--- src/rtl/vga_pkg.sv ---
// Shared definitions for the VGA frame scheduler: default timing, FSM states,
// config register addresses and the four-register configuration set.
package vga_pkg;

  localparam int POS_W         = 10;
  localparam int H_DISPLAY_DEF = 640;
  localparam int H_MAX_DEF     = 799;
  localparam int V_DISPLAY_DEF = 480;
  localparam int V_MAX_DEF     = 524;

  typedef enum logic [1:0] {
    ST_OPEN   = 2'd0,
    ST_ARMED  = 2'd1,
    ST_COMMIT = 2'd2
  } vga_state_t;

  typedef enum logic [1:0] {
    ADDR_SCROLL_X = 2'd0,
    ADDR_SCROLL_Y = 2'd1,
    ADDR_MODE     = 2'd2,
    ADDR_EFFECT   = 2'd3
  } cfg_addr_t;

  typedef struct packed {
    logic [POS_W-1:0] scroll_x;
    logic [POS_W-1:0] scroll_y;
    logic [3:0]       mode;
    logic [3:0]       effect;
  } cfg_set_t;

  typedef struct packed {
    vga_state_t state;
    logic       visible;
  } vga_dbg_t;

  // Mode and effect are 4-bit fields; the upper data bits are dropped for them.
  function automatic cfg_set_t apply_write(cfg_set_t cur, cfg_addr_t addr,
                                           logic [POS_W-1:0] data);
    cfg_set_t nxt;
    nxt = cur;
    case (addr)
      ADDR_SCROLL_X: nxt.scroll_x = data;
      ADDR_SCROLL_Y: nxt.scroll_y = data;
      ADDR_MODE:     nxt.mode     = data[3:0];
      ADDR_EFFECT:   nxt.effect   = data[3:0];
      default:       nxt          = cur;
    endcase
    return nxt;
  endfunction

endpackage

--- src/rtl/vga_frame_scheduler_if.sv ---
// Config write / commit port of the frame scheduler.
// Handshake: a write transfers on every clock where cfg_valid and cfg_ready are
// both high; commit_req is a single-cycle pulse with no handshake of its own.
interface vga_frame_scheduler_if;

  logic       cfg_valid;
  logic       cfg_ready;
  logic [1:0] cfg_addr;
  logic [9:0] cfg_data;
  logic       commit_req;

  modport master (
    output cfg_valid,
    output cfg_addr,
    output cfg_data,
    output commit_req,
    input  cfg_ready
  );

  modport slave (
    input  cfg_valid,
    input  cfg_addr,
    input  cfg_data,
    input  commit_req,
    output cfg_ready
  );

endinterface

--- src/rtl/vga_cfg_regs.sv ---
// Shadow / active register pair: writes land in shadow, commit copies the whole
// shadow set into active in one clock so the display never sees a partial update.
module vga_cfg_regs
  import vga_pkg::*;
(
  input  logic             clk,
  input  logic             reset,
  input  logic             wr_en,
  input  cfg_addr_t        wr_addr,
  input  logic [POS_W-1:0] wr_data,
  input  logic             commit,
  output cfg_set_t         active
);

  cfg_set_t shadow_q;
  cfg_set_t active_q;

  always_ff @(posedge clk or posedge reset) begin
    if (reset) begin
      shadow_q <= '0;
      active_q <= '0;
    end else begin
      if (wr_en) begin
        shadow_q <= apply_write(shadow_q, wr_addr, wr_data);
      end
      if (commit) begin
        active_q <= shadow_q;
      end
    end
  end

  assign active = active_q;

endmodule

--- src/rtl/vga_frame_scheduler.sv ---
// Frame scheduler: line/frame strobes and frame counter from the beam position,
// plus an OPEN/ARMED/COMMIT FSM that applies shadow config at vblank entry.
module vga_frame_scheduler
  import vga_pkg::*;
#(
  parameter int H_DISPLAY = H_DISPLAY_DEF,
  parameter int H_MAX     = H_MAX_DEF,
  parameter int V_DISPLAY = V_DISPLAY_DEF,
  parameter int V_MAX     = V_MAX_DEF
) (
  input  logic                  clk,
  input  logic                  reset,
  input  logic [POS_W-1:0]      hpos,
  input  logic [POS_W-1:0]      vpos,
  vga_frame_scheduler_if.slave  cfg,
  output logic [POS_W-1:0]      scroll_x,
  output logic [POS_W-1:0]      scroll_y,
  output logic [3:0]            mode,
  output logic [3:0]            effect,
  output logic                  frame_start,
  output logic                  line_start,
  output logic                  vblank,
  output logic [7:0]            frame_count,
  output logic                  armed,
  output vga_dbg_t              dbg
);

  localparam logic [POS_W-1:0] H_DISPLAY_P = POS_W'(H_DISPLAY);
  localparam logic [POS_W-1:0] H_MAX_P     = POS_W'(H_MAX);
  localparam logic [POS_W-1:0] V_DISPLAY_P = POS_W'(V_DISPLAY);
  localparam logic [POS_W-1:0] V_MAX_P     = POS_W'(V_MAX);

  // Beam-position decode; positions beyond the frame never produce events.
  logic in_range;
  logic at_line;
  logic at_frame;
  logic at_entry;

  assign in_range = (hpos <= H_MAX_P) && (vpos <= V_MAX_P);
  assign at_line  = in_range && (hpos == '0);
  assign at_frame = at_line && (vpos == '0);
  assign at_entry = at_line && (vpos == V_DISPLAY_P);

  vga_state_t state_q;
  vga_state_t state_d;
  logic       commit;
  logic       ready;
  logic       wr_en;

  always_ff @(posedge clk or posedge reset) begin
    if (reset) begin
      state_q <= ST_OPEN;
    end else begin
      state_q <= state_d;
    end
  end

  // The active set is loaded on the same edge that enters COMMIT, so the new
  // values appear one cycle after the vblank-entry sample.
  always_comb begin
    state_d = state_q;
    commit  = 1'b0;
    case (state_q)
      ST_OPEN: begin
        if (cfg.commit_req) begin
          state_d = ST_ARMED;
        end
      end
      ST_ARMED: begin
        if (at_entry) begin
          state_d = ST_COMMIT;
          commit  = 1'b1;
        end
      end
      ST_COMMIT: begin
        state_d = ST_OPEN;
      end
      default: begin
        state_d = ST_OPEN;
      end
    endcase
  end

  assign ready         = (state_q == ST_OPEN);
  assign wr_en         = cfg.cfg_valid && ready;
  assign cfg.cfg_ready = ready;
  assign armed         = (state_q != ST_OPEN);

  logic visible_q;

  always_ff @(posedge clk or posedge reset) begin
    if (reset) begin
      line_start  <= 1'b0;
      frame_start <= 1'b0;
      vblank      <= 1'b0;
      frame_count <= '0;
      visible_q   <= 1'b0;
    end else begin
      line_start  <= at_line;
      frame_start <= at_frame;
      vblank      <= (vpos >= V_DISPLAY_P);
      visible_q   <= (hpos < H_DISPLAY_P) && (vpos < V_DISPLAY_P);
      if (at_frame) begin
        frame_count <= frame_count + 8'd1;
      end
    end
  end

  cfg_set_t active;

  vga_cfg_regs u_cfg_regs (
    .clk     (clk),
    .reset   (reset),
    .wr_en   (wr_en),
    .wr_addr (cfg_addr_t'(cfg.cfg_addr)),
    .wr_data (cfg.cfg_data),
    .commit  (commit),
    .active  (active)
  );

  assign scroll_x = active.scroll_x;
  assign scroll_y = active.scroll_y;
  assign mode     = active.mode;
  assign effect   = active.effect;

  assign dbg.state   = state_q;
  assign dbg.visible = visible_q;

endmodule

--- src/flat_wrapper.sv ---
// flat-port wrapper written by rule: the top's interface ports become plain ports
module vga_frame_scheduler_flat import vga_pkg::*;
#(
  parameter int H_DISPLAY = H_DISPLAY_DEF,
  parameter int H_MAX     = H_MAX_DEF,
  parameter int V_DISPLAY = V_DISPLAY_DEF,
  parameter int V_MAX     = V_MAX_DEF
)
  (clk, reset, hpos, vpos, scroll_x, scroll_y, mode, effect, frame_start, line_start, vblank, frame_count, armed, dbg, cfg_cfg_valid, cfg_cfg_addr, cfg_cfg_data, cfg_commit_req, cfg_cfg_ready);
  vga_frame_scheduler_if cfg_i ();
  input  logic clk;
  input  logic reset;
  input  logic [POS_W-1:0] hpos;
  input  logic [POS_W-1:0] vpos;
  output logic [POS_W-1:0] scroll_x;
  output logic [POS_W-1:0] scroll_y;
  output logic [3:0] mode;
  output logic [3:0] effect;
  output logic frame_start;
  output logic line_start;
  output logic vblank;
  output logic [7:0] frame_count;
  output logic armed;
  output vga_dbg_t dbg;
  input wire logic [$bits(cfg_i.cfg_valid)-1:0] cfg_cfg_valid;
  input wire logic [$bits(cfg_i.cfg_addr)-1:0] cfg_cfg_addr;
  input wire logic [$bits(cfg_i.cfg_data)-1:0] cfg_cfg_data;
  input wire logic [$bits(cfg_i.commit_req)-1:0] cfg_commit_req;
  output wire logic [$bits(cfg_i.cfg_ready)-1:0] cfg_cfg_ready;
  assign cfg_i.cfg_valid = cfg_cfg_valid;
  assign cfg_i.cfg_addr = cfg_cfg_addr;
  assign cfg_i.cfg_data = cfg_cfg_data;
  assign cfg_i.commit_req = cfg_commit_req;
  assign cfg_cfg_ready = cfg_i.cfg_ready;
  vga_frame_scheduler #(.H_DISPLAY(H_DISPLAY), .H_MAX(H_MAX), .V_DISPLAY(V_DISPLAY), .V_MAX(V_MAX)) u_core (.clk(clk), .reset(reset), .hpos(hpos), .vpos(vpos), .cfg(cfg_i), .scroll_x(scroll_x), .scroll_y(scroll_y), .mode(mode), .effect(effect), .frame_start(frame_start), .line_start(line_start), .vblank(vblank), .frame_count(frame_count), .armed(armed), .dbg(dbg));
endmodule
--- config.mk ---
export PLATFORM = sky130hd
export DESIGN_NAME = vga_frame_scheduler_flat
export DESIGN_NICKNAME = d
export VERILOG_FILES = /design/src/rtl/vga_pkg.sv /design/src/rtl/vga_frame_scheduler_if.sv /design/src/rtl/vga_cfg_regs.sv /design/src/rtl/vga_frame_scheduler.sv /design/src/flat_wrapper.sv
export SDC_FILE = /design/constraint.sdc
export NUM_CORES = 1
export LEC_CHECK = 0
export BUFFER_PORTS_ARGS = -buffer_cell sky130_fd_sc_hd__buf_2
export CORE_ASPECT_RATIO = 0.9
export CORE_MARGIN = 2
export CORE_UTILIZATION = 52
export CTS_CLUSTER_SIZE = 20
export DETAILED_ROUTE_END_ITERATION = 8
export GPL_TIMING_DRIVEN = 0
export PLACE_DENSITY = 0.8
export REMOVE_ABC_BUFFERS = 1
export SLEW_MARGIN = 40
export SYNTH_ARGS = -nofsm -noshare
export SYNTH_HDL_FRONTEND = slang
export SYNTH_HIERARCHICAL = 1
export SYNTH_SLANG_ARGS = --single-unit
export TNS_END_PERCENT = 50
--- constraint.sdc ---
create_clock -name clk -period 2.8 [get_ports clk]
set_input_delay 0.28 -clock clk [delete_from_list [all_inputs] [get_ports clk]]
set_output_delay 0.28 -clock clk [all_outputs]
set_load 0.02 [all_outputs]
==> run summary, run 1 <==
The routed layout has 1,799 vias. The number of maximum-capacitance constraint violations was 0. On the critical path, the stage with the largest delay is an instance of sky130_fd_sc_hd__nand3b_1. The share of post-route cells with drive strength above 1 works out to 59.5%. The number of antenna diodes in the final layout is 0.

The placement row count was 25; the clock skew after layout was 8.18 ps. The die is 74.5 um tall. For this run, design rule violations remaining after detail routing come to 0.

Measured against its own limit, the worst slew margin works out to 44.9%. Share of the yosys chip area belonging to registers: 61.0%. The CTS clock-pin slew for the worst setup and hold paths was 70 ps; the buffer count from post-CTS setup fixing was 0.

Summed over all cells, the static leakage comes to 1.97 nW. The mean instance size in the synthesized netlist was 15.2 sq um; the area inside the core boundary was 5290 sq um. Cell area reported after detailed placement: 3350 sq um.

The area overhead of the layout relative to synthesis is 24.0%. The tightest min-delay check is of the in -> reg type. The number of sinks driven by the clock tree was 70; the arrival time reported for the critical path endpoint was 2430 ps. The placer congestion estimate was 0.751; the largest fanout on the critical path was 10.

Synthesis inferred 70 register bits. The final period demand of the worst path is 2210 ps. Grouping stages by cell kind, the critical path spends the most delay in simple AND/OR/NAND/NOR gates. The deepest level of the CTS H-tree is 3. Synthesis handed over a netlist of 189 instances. At the end of the flow the core is filled with cells to 67.3%. Leaving out fill and tap cells, the most frequent cells in the layout are sky130_fd_sc_hd__buf_2 (81), sky130_fd_sc_hd__dfrtp_1 (70), sky130_fd_sc_hd__mux2_2 (46).

For the hold violation count in the final report, the log shows 0. Clock root buffer: sky130_fd_sc_hd__clkbuf_8. The count of buffers added on input and output ports is 79.

The tools report the initial antenna violation count as 0. The critical path goes through or2_2 > inv_1 > and2_1 > nand3b_1 > mux2_4. The global-route total usage across every layer was 17.8%; the post-layout total power was 1.92 mW. Setup repair after global routing left no endpoint under its margin.

In the final routed layout, each cell accounts on average for 14.5 um. The setup slack at placement is 209 ps, and the remaining antenna violation count after routing is 0. For this block, the routed nets add up to 5110 um of wire. The clock tree buffer depth came out at 2.

The synthesized netlist occupies a cell area of 2870 sq um. The logs give 589 ps for the minimum setup slack in the final design and 53 for the violation count after the first detailed-routing iteration. Synthesis warning total: 6. The biggest cell delay along the critical path was 580 ps.

The wire length of the first global-routing pass was 7950 um; the number of unique standard cell types used by synthesis was 30. The worst setup path is launched from a register. The fraction of the cycle the final worst path needs was 79.0%. The logs give 0 for the count of final setup violators and 0.452 GHz for the maximum clock frequency.

The floorplan step defined a die boundary enclosing 6130 sq um. The logs give 39 for the maximum number of pins on one net before global-route repair and 80 for the number of I/O pins. Counting the fill cells in the layout gives 389. The maximum VDD drop came out at 0.366 mV.

The total iterations of the first detailed-routing run is 4. The library cell used most frequently in the layout, excluding fill and tap cells, is sky130_fd_sc_hd__buf_2. Via count of the first global-routing pass: 1,717. The total overflow left after global routing is 0. TritonCTS built the clock tree. The run gives 340 ps as the insertion delay to the later sink of the worst-skew pair. On the final layout, the worst hold slack is 163 ps. For the pin with the worst max-slew slack, the measured transition is 824 ps. The tools report the effective utilization at floorplan as 54.3%.

The finished cells cover 3560 sq um. The vias per cell was 5.13. The run finished with clean final reports. For this design the ratio of total power to cell area is 539 nW/um^2.

For the worst setup path, the data required time is 3020 ps. The half-perimeter wire length after detailed placement is 3800 um, and the chip width is 82.3 um. Number of slew-limit violations in the final report: 0. Kind of end point of the critical path: a register.

The total buffers and inverters traversed by the critical path was 1. For this run, the post-layout net count is 316. The worst setup path is of the reg -> reg kind. The run gives 9 as the number of clock buffers inserted by TritonCTS.
-- registers in the layout, summed over array words and instances, names as in the netlist --
| signal | count |
|---|---|
| u_core/state_q | 2 |
| u_core/visible_q | 1 |
| u_core/line_start | 1 |
| u_core/u_cfg_regs/active | 28 |
| u_core/u_cfg_regs/shadow_q | 28 |
| u_core/frame_start | 1 |
| u_core/vblank | 1 |
| u_core/frame_count | 8 |
-- cell type report --
cell class | instances | area, sq um | area share [%]
inverters | 5 | 21.3 | 0.598
well taps | 67 | 83.8 | 2.36
multi-input cells | 108 | 1050 | 29.5
clock inverters | 5 | 58.8 | 1.65
repair buffers | 85 | 450 | 12.7
clock buffers | 11 | 141 | 3.97
flip-flops and latches | 70 | 1750 | 49.2
-- synth_stat cells --
master	n	area, sq um
sky130_fd_sc_hd__nor3_1	4	20.0
sky130_fd_sc_hd__nand3b_1	2	15.0
sky130_fd_sc_hd__buf_6	4	45.0
sky130_fd_sc_hd__buf_4	2	15.0
sky130_fd_sc_hd__mux2_2	46	518
sky130_fd_sc_hd__nor3b_2	1	12.5
sky130_fd_sc_hd__nor4_2	4	50.1
sky130_fd_sc_hd__o211ai_1	1	7.51
sky130_fd_sc_hd__a21oi_1	1	5.00
sky130_fd_sc_hd__ha_1	1	12.5
sky130_fd_sc_hd__nand4_2	1	12.5
sky130_fd_sc_hd__or4_4	1	11.3
sky130_fd_sc_hd__nor3_2	1	10.0
sky130_fd_sc_hd__and4_2	1	10.0
sky130_fd_sc_hd__nand4_1	3	18.8
sky130_fd_sc_hd__xnor2_1	1	8.76
sky130_fd_sc_hd__xor2_1	6	52.6
sky130_fd_sc_hd__and2_1	1	6.26
sky130_fd_sc_hd__mux2_1	1	11.3
sky130_fd_sc_hd__nand3_1	4	20.0
sky130_fd_sc_hd__mux2_4	10	150
sky130_fd_sc_hd__or2_1	1	6.26
sky130_fd_sc_hd__inv_1	5	18.8
sky130_fd_sc_hd__nand2_1	3	11.3
sky130_fd_sc_hd__nor2_2	1	6.26
sky130_fd_sc_hd__nor2b_1	1	6.26
sky130_fd_sc_hd__nor4_1	3	18.8
sky130_fd_sc_hd__or2_2	2	12.5
sky130_fd_sc_hd__nor2_1	7	26.3
sky130_fd_sc_hd__dfrtp_1	70	1750
-- power by group --
part | internal, mW | switching [mW] | leakage [nW]
Combinational | 0.0410 | 0.0463 | 0.913
Clock | 0.435 | 0.359 | 0.0955
Sequential | 1.03 | 0.00753 | 0.957
Total | 1.50 | 0.413 | 1.97
-- cells by family (layout without fill, tap and decap cells) --
group                      Yosys count  count (layout)  share of synthesized area (%)
AOI/OAI and AO/OA                    2               2                          0.436
xor gates and xnor gates             7               7                           2.14
adders and majority gates            1               1                          0.436
buffers and inverters               11             106                           2.75
DFF                                 70              70                           61.0
muxes                               57              57                           23.7
and+or+nand+nor                     41              41                           9.55
-- through the flow --
step	cells	TNS, ps
after floorplan	183	-17160
after global placement	329	-53640
after detailed placement	334	0
after CTS	351	0
after global routing	351	0
final	351	0
-- metal layers --
layer	track usage, %	vias to the layer above	part of all wire [%]
met5	0	-	0
met4	9.26	0	1.5
met3	5.10	9	5.6
met2	26.3	60	46
met1	24.0	880	46
li1	-	850	-
-- repair_timing --
action	in CTS	in global routing
resized for setup	0	0
endpoints found under the hold margin	18	0
hold buffers	1	0
-- path summary, 6_finish.rpt --
kind,startpoint,endpoint,slack [ps],cells past startpoint
min reg2reg,u_core/frame_count[7],u_core/frame_count[7],480,1
max,u_core/state_q[1],u_core/u_cfg_regs/shadow_q[10],590,5
max reg2reg,u_core/state_q[1],u_core/u_cfg_regs/shadow_q[10],590,5
min in group asynchronous,reset,u_core/u_cfg_regs/shadow_q[24],440,3
max in group asynchronous,reset,u_core/frame_count[0],1890,3
min,vpos[9],u_core/line_start,160,2
(Power assumes the default switching activity.)
==> run 2, diff against run 1 <==
CORE_UTILIZATION = 46   (was 52)
PLACE_DENSITY = 0.75   (was 0.8)
clock period = 1.8 ns   (was 2.8 ns; I/O delays follow)
==> run summary, run 2 (synthesis results as in run 1) <==
The flow ran to the end, and the final reports show no timing, DRC or antenna violations. The area taken by multi-input logic gates was 1070 sq um (+1.7%). The run gives 0 (unchanged) as the number of slew-limit violations in the final report.

The maximum clock frequency came out at 0.582 GHz (+29%). The register area was 1750 sq um (about the same); the total buffers and inverters traversed by the critical path was 2 (+1). The wire length of the first global-routing pass came out at 8700 um (+9.5%). Among all stages on the critical path, the largest delay is contributed by sky130_fd_sc_hd__dfrtp_1. The tools report the fill cell total of the finished layout as 490 (+26%).

In this design, the largest share of critical-path delay is due to simple AND/OR/NAND/NOR gates. The number of I/O pins was 80 (unchanged); the total iterations of the first detailed-routing run was 4 (unchanged). The tightest min-delay check is of the in -> reg type. The number of antenna cells inserted came out at 0 (unchanged). The fraction of the cycle the final worst path needs came out at 95.5% (+17 points).

Walking the worst path, the cells encountered are or2_4 > inv_2 > and2_4 > nor3b_4 > buf_12 > mux2_2. The area growth from synthesis to layout is 27.1%. The biggest cell delay along the critical path came out at 410 ps (-170 ps). Chip width: 87.3 um (+6.0%). The run gives 321 (+1.6%) as the post-layout net count.

Area inside the core boundary: 6080 sq um (+15%). The run gives 60.0% (-7.3 points) as the utilization after layout. The via count of the first global-routing pass came out at 1,820 (+6.0%). The logs give 2.00 nW (+1.6%) for the static leakage and 27 (+8.0%) for the placement row count.

The die height was 78.9 um (+6.0%). The CTS clock-pin slew for the worst setup and hold paths was 70 ps (about the same). Number of maximum-capacitance constraint violations: 0 (unchanged). The maximum number of pins on one net before global-route repair is 30 (-23%).

The run gives 0 (unchanged) as the global-route congestion overflow total. The run gives 4.96 ps (-3.22 ps) as the clock skew after layout. STA classifies the critical path startpoint as a register. The worst setup path is captured at a register. The global-route total usage across every layer was 16.8% (-0.98 points); the number of clock buffers inserted by TritonCTS was 9 (unchanged). The run gives 0 (unchanged) as the remaining antenna violation count after routing.

The run gives 330 ps (about the same) as the insertion delay to the later sink of the worst-skew pair. The most common cell after layout, fill and taps aside is sky130_fd_sc_hd__buf_2. TritonCTS built the clock tree. For the placer congestion estimate, the log shows 0.769 (+2.4%). The clock tree buffer depth is 2 (unchanged).

The tree is rooted in a sky130_fd_sc_hd__clkbuf_8. The number of sinks driven by the clock tree was 70 (unchanged); the data required time of the critical path was 2020 ps (-1000 ps). The power density over cell area came out at 819 nW/um^2 (+52%). The tools report the cell area reported after detailed placement as 3360 sq um (+0.26%).

The tools report the arrival time reported for the critical path endpoint as 1940 ps (-490 ps). Post-layout total power: 2.99 mW (+56%). The vias per cell is 5.09 (-0.66%).

Relative max-transition margin: 64.1% (+19 points). The final period demand of the worst path was 1720 ps (-492 ps). Effective utilization at floorplan: 47.2% (-7.1 points).

For the half-perimeter wire length after detailed placement, the log shows 3790 um (-0.16%). The per-cell routed wire length works out to 14.9 um (+2.3%). The tools report the initial antenna violation count as 0 (unchanged). The tools report the post-detailed-routing wire length as 5360 um (+4.9%).

Hold violation count in the final report: 0 (unchanged). The maximum VDD drop is 0.390 mV (+6.5%), and the violation count after the first detailed-routing iteration is 16 (-70%). In the layout the commonest cells are sky130_fd_sc_hd__buf_2 (79), sky130_fd_sc_hd__dfrtp_1 (69), sky130_fd_sc_hd__mux2_2 (46).

The floorplan die area came out at 6890 sq um (+12%). The count of input and output buffers came out at 79 (unchanged). The slew at the pin closest to its max-slew limit is 538 ps (-286 ps), and the final instance area is 3650 sq um (+2.5%).

The count of final setup violators is 0 (unchanged). The worst setup path is of the reg -> reg kind. The largest fanout on the critical path came out at 10 (unchanged). The tools report the deepest level of the CTS H-tree as 3 (unchanged). The share of post-route cells with drive strength above 1 was 61.8% (+2.3 points). The minimum setup slack among reg-to-reg paths was 80 ps (-510 ps). For the via count, the log shows 1,833 (+1.9%). The tools report the number of DRC violations after detailed routing as 0 (unchanged).
-- run 2: worst paths after layout --
kind | startpoint | to | cells after the start
setup / recovery | u_core/state_q[0] | u_core/u_cfg_regs/shadow_q[25] | 6
hold / removal | vpos[9] | u_core/line_start | 2
min in group asynchronous | reset | u_core/u_cfg_regs/active[20] | 3
hold reg to reg | u_core/frame_count[7] | u_core/frame_count[7] | 1
setup reg to reg | u_core/state_q[0] | u_core/u_cfg_regs/shadow_q[25] | 6
max in group asynchronous | reset | u_core/state_q[1] | 3
-- run 2: metrics by stage --
step | setup WS (ps) | hold WS [ps] | setup TNS (ps) | instances
2_1_floorplan | -1510 | 69.2 | -50320 | 183
3_3_place_gp | -2820 | 252 | -108410 | 334
3_5_place_dp | -630 | 204 | -19090 | 339
4_1_cts | -15.3 | 47.7 | -115 | 357
5_1_grt | -37.5 | 69.4 | -214 | 360
6_report | 80.8 | 66.0 | 0 | 360
-- run 2: repair_timing --
action                                  CTS  global route
endpoints found under the hold margin    42             0
pin swaps                                 2             2
hold buffers                              1             0
setup buffers                             2             3
endpoints found under the setup margin   37            36
gates resized for setup                   6             4
-- run 2: report_power, final --
part	total [mW]	internal (mW)	switching, mW	leakage, nW
Sequential	1.61	1.60	0.0111	0.956
Combinational	0.139	0.0641	0.0753	0.944
Clock	1.24	0.672	0.566	0.0983
-- run 2: final cells by class --
| class | count | area share [%] |
|---|---|---|
| sequential | 70 | 48.1 |
| multi-input combinational | 108 | 29.3 |
| tap | 72 | 2.47 |
| inverter | 5 | 0.583 |
| clock inverter | 5 | 1.65 |
| clock buffer | 10 | 3.77 |
| timing repair buffer | 90 | 14.2 |
-- run 2: worst reg2reg max path: cells and delay by family, from the launching register on --
| kind | cells | cell delay (ps) |
|---|---|---|
| simple gates | 3 | 640 |
| mux | 1 | 340 |
| flops | 1 | 410 |
| buf+inv | 2 | 210 |
-- run 2: routing by layer --
layer | part of all wire [%] | GRT usage, %
met3 | 5.3 | 4.47
met2 | 45 | 23.4
met5 | 0 | 0
met4 | 1.9 | 9.23
met1 | 48 | 23.8
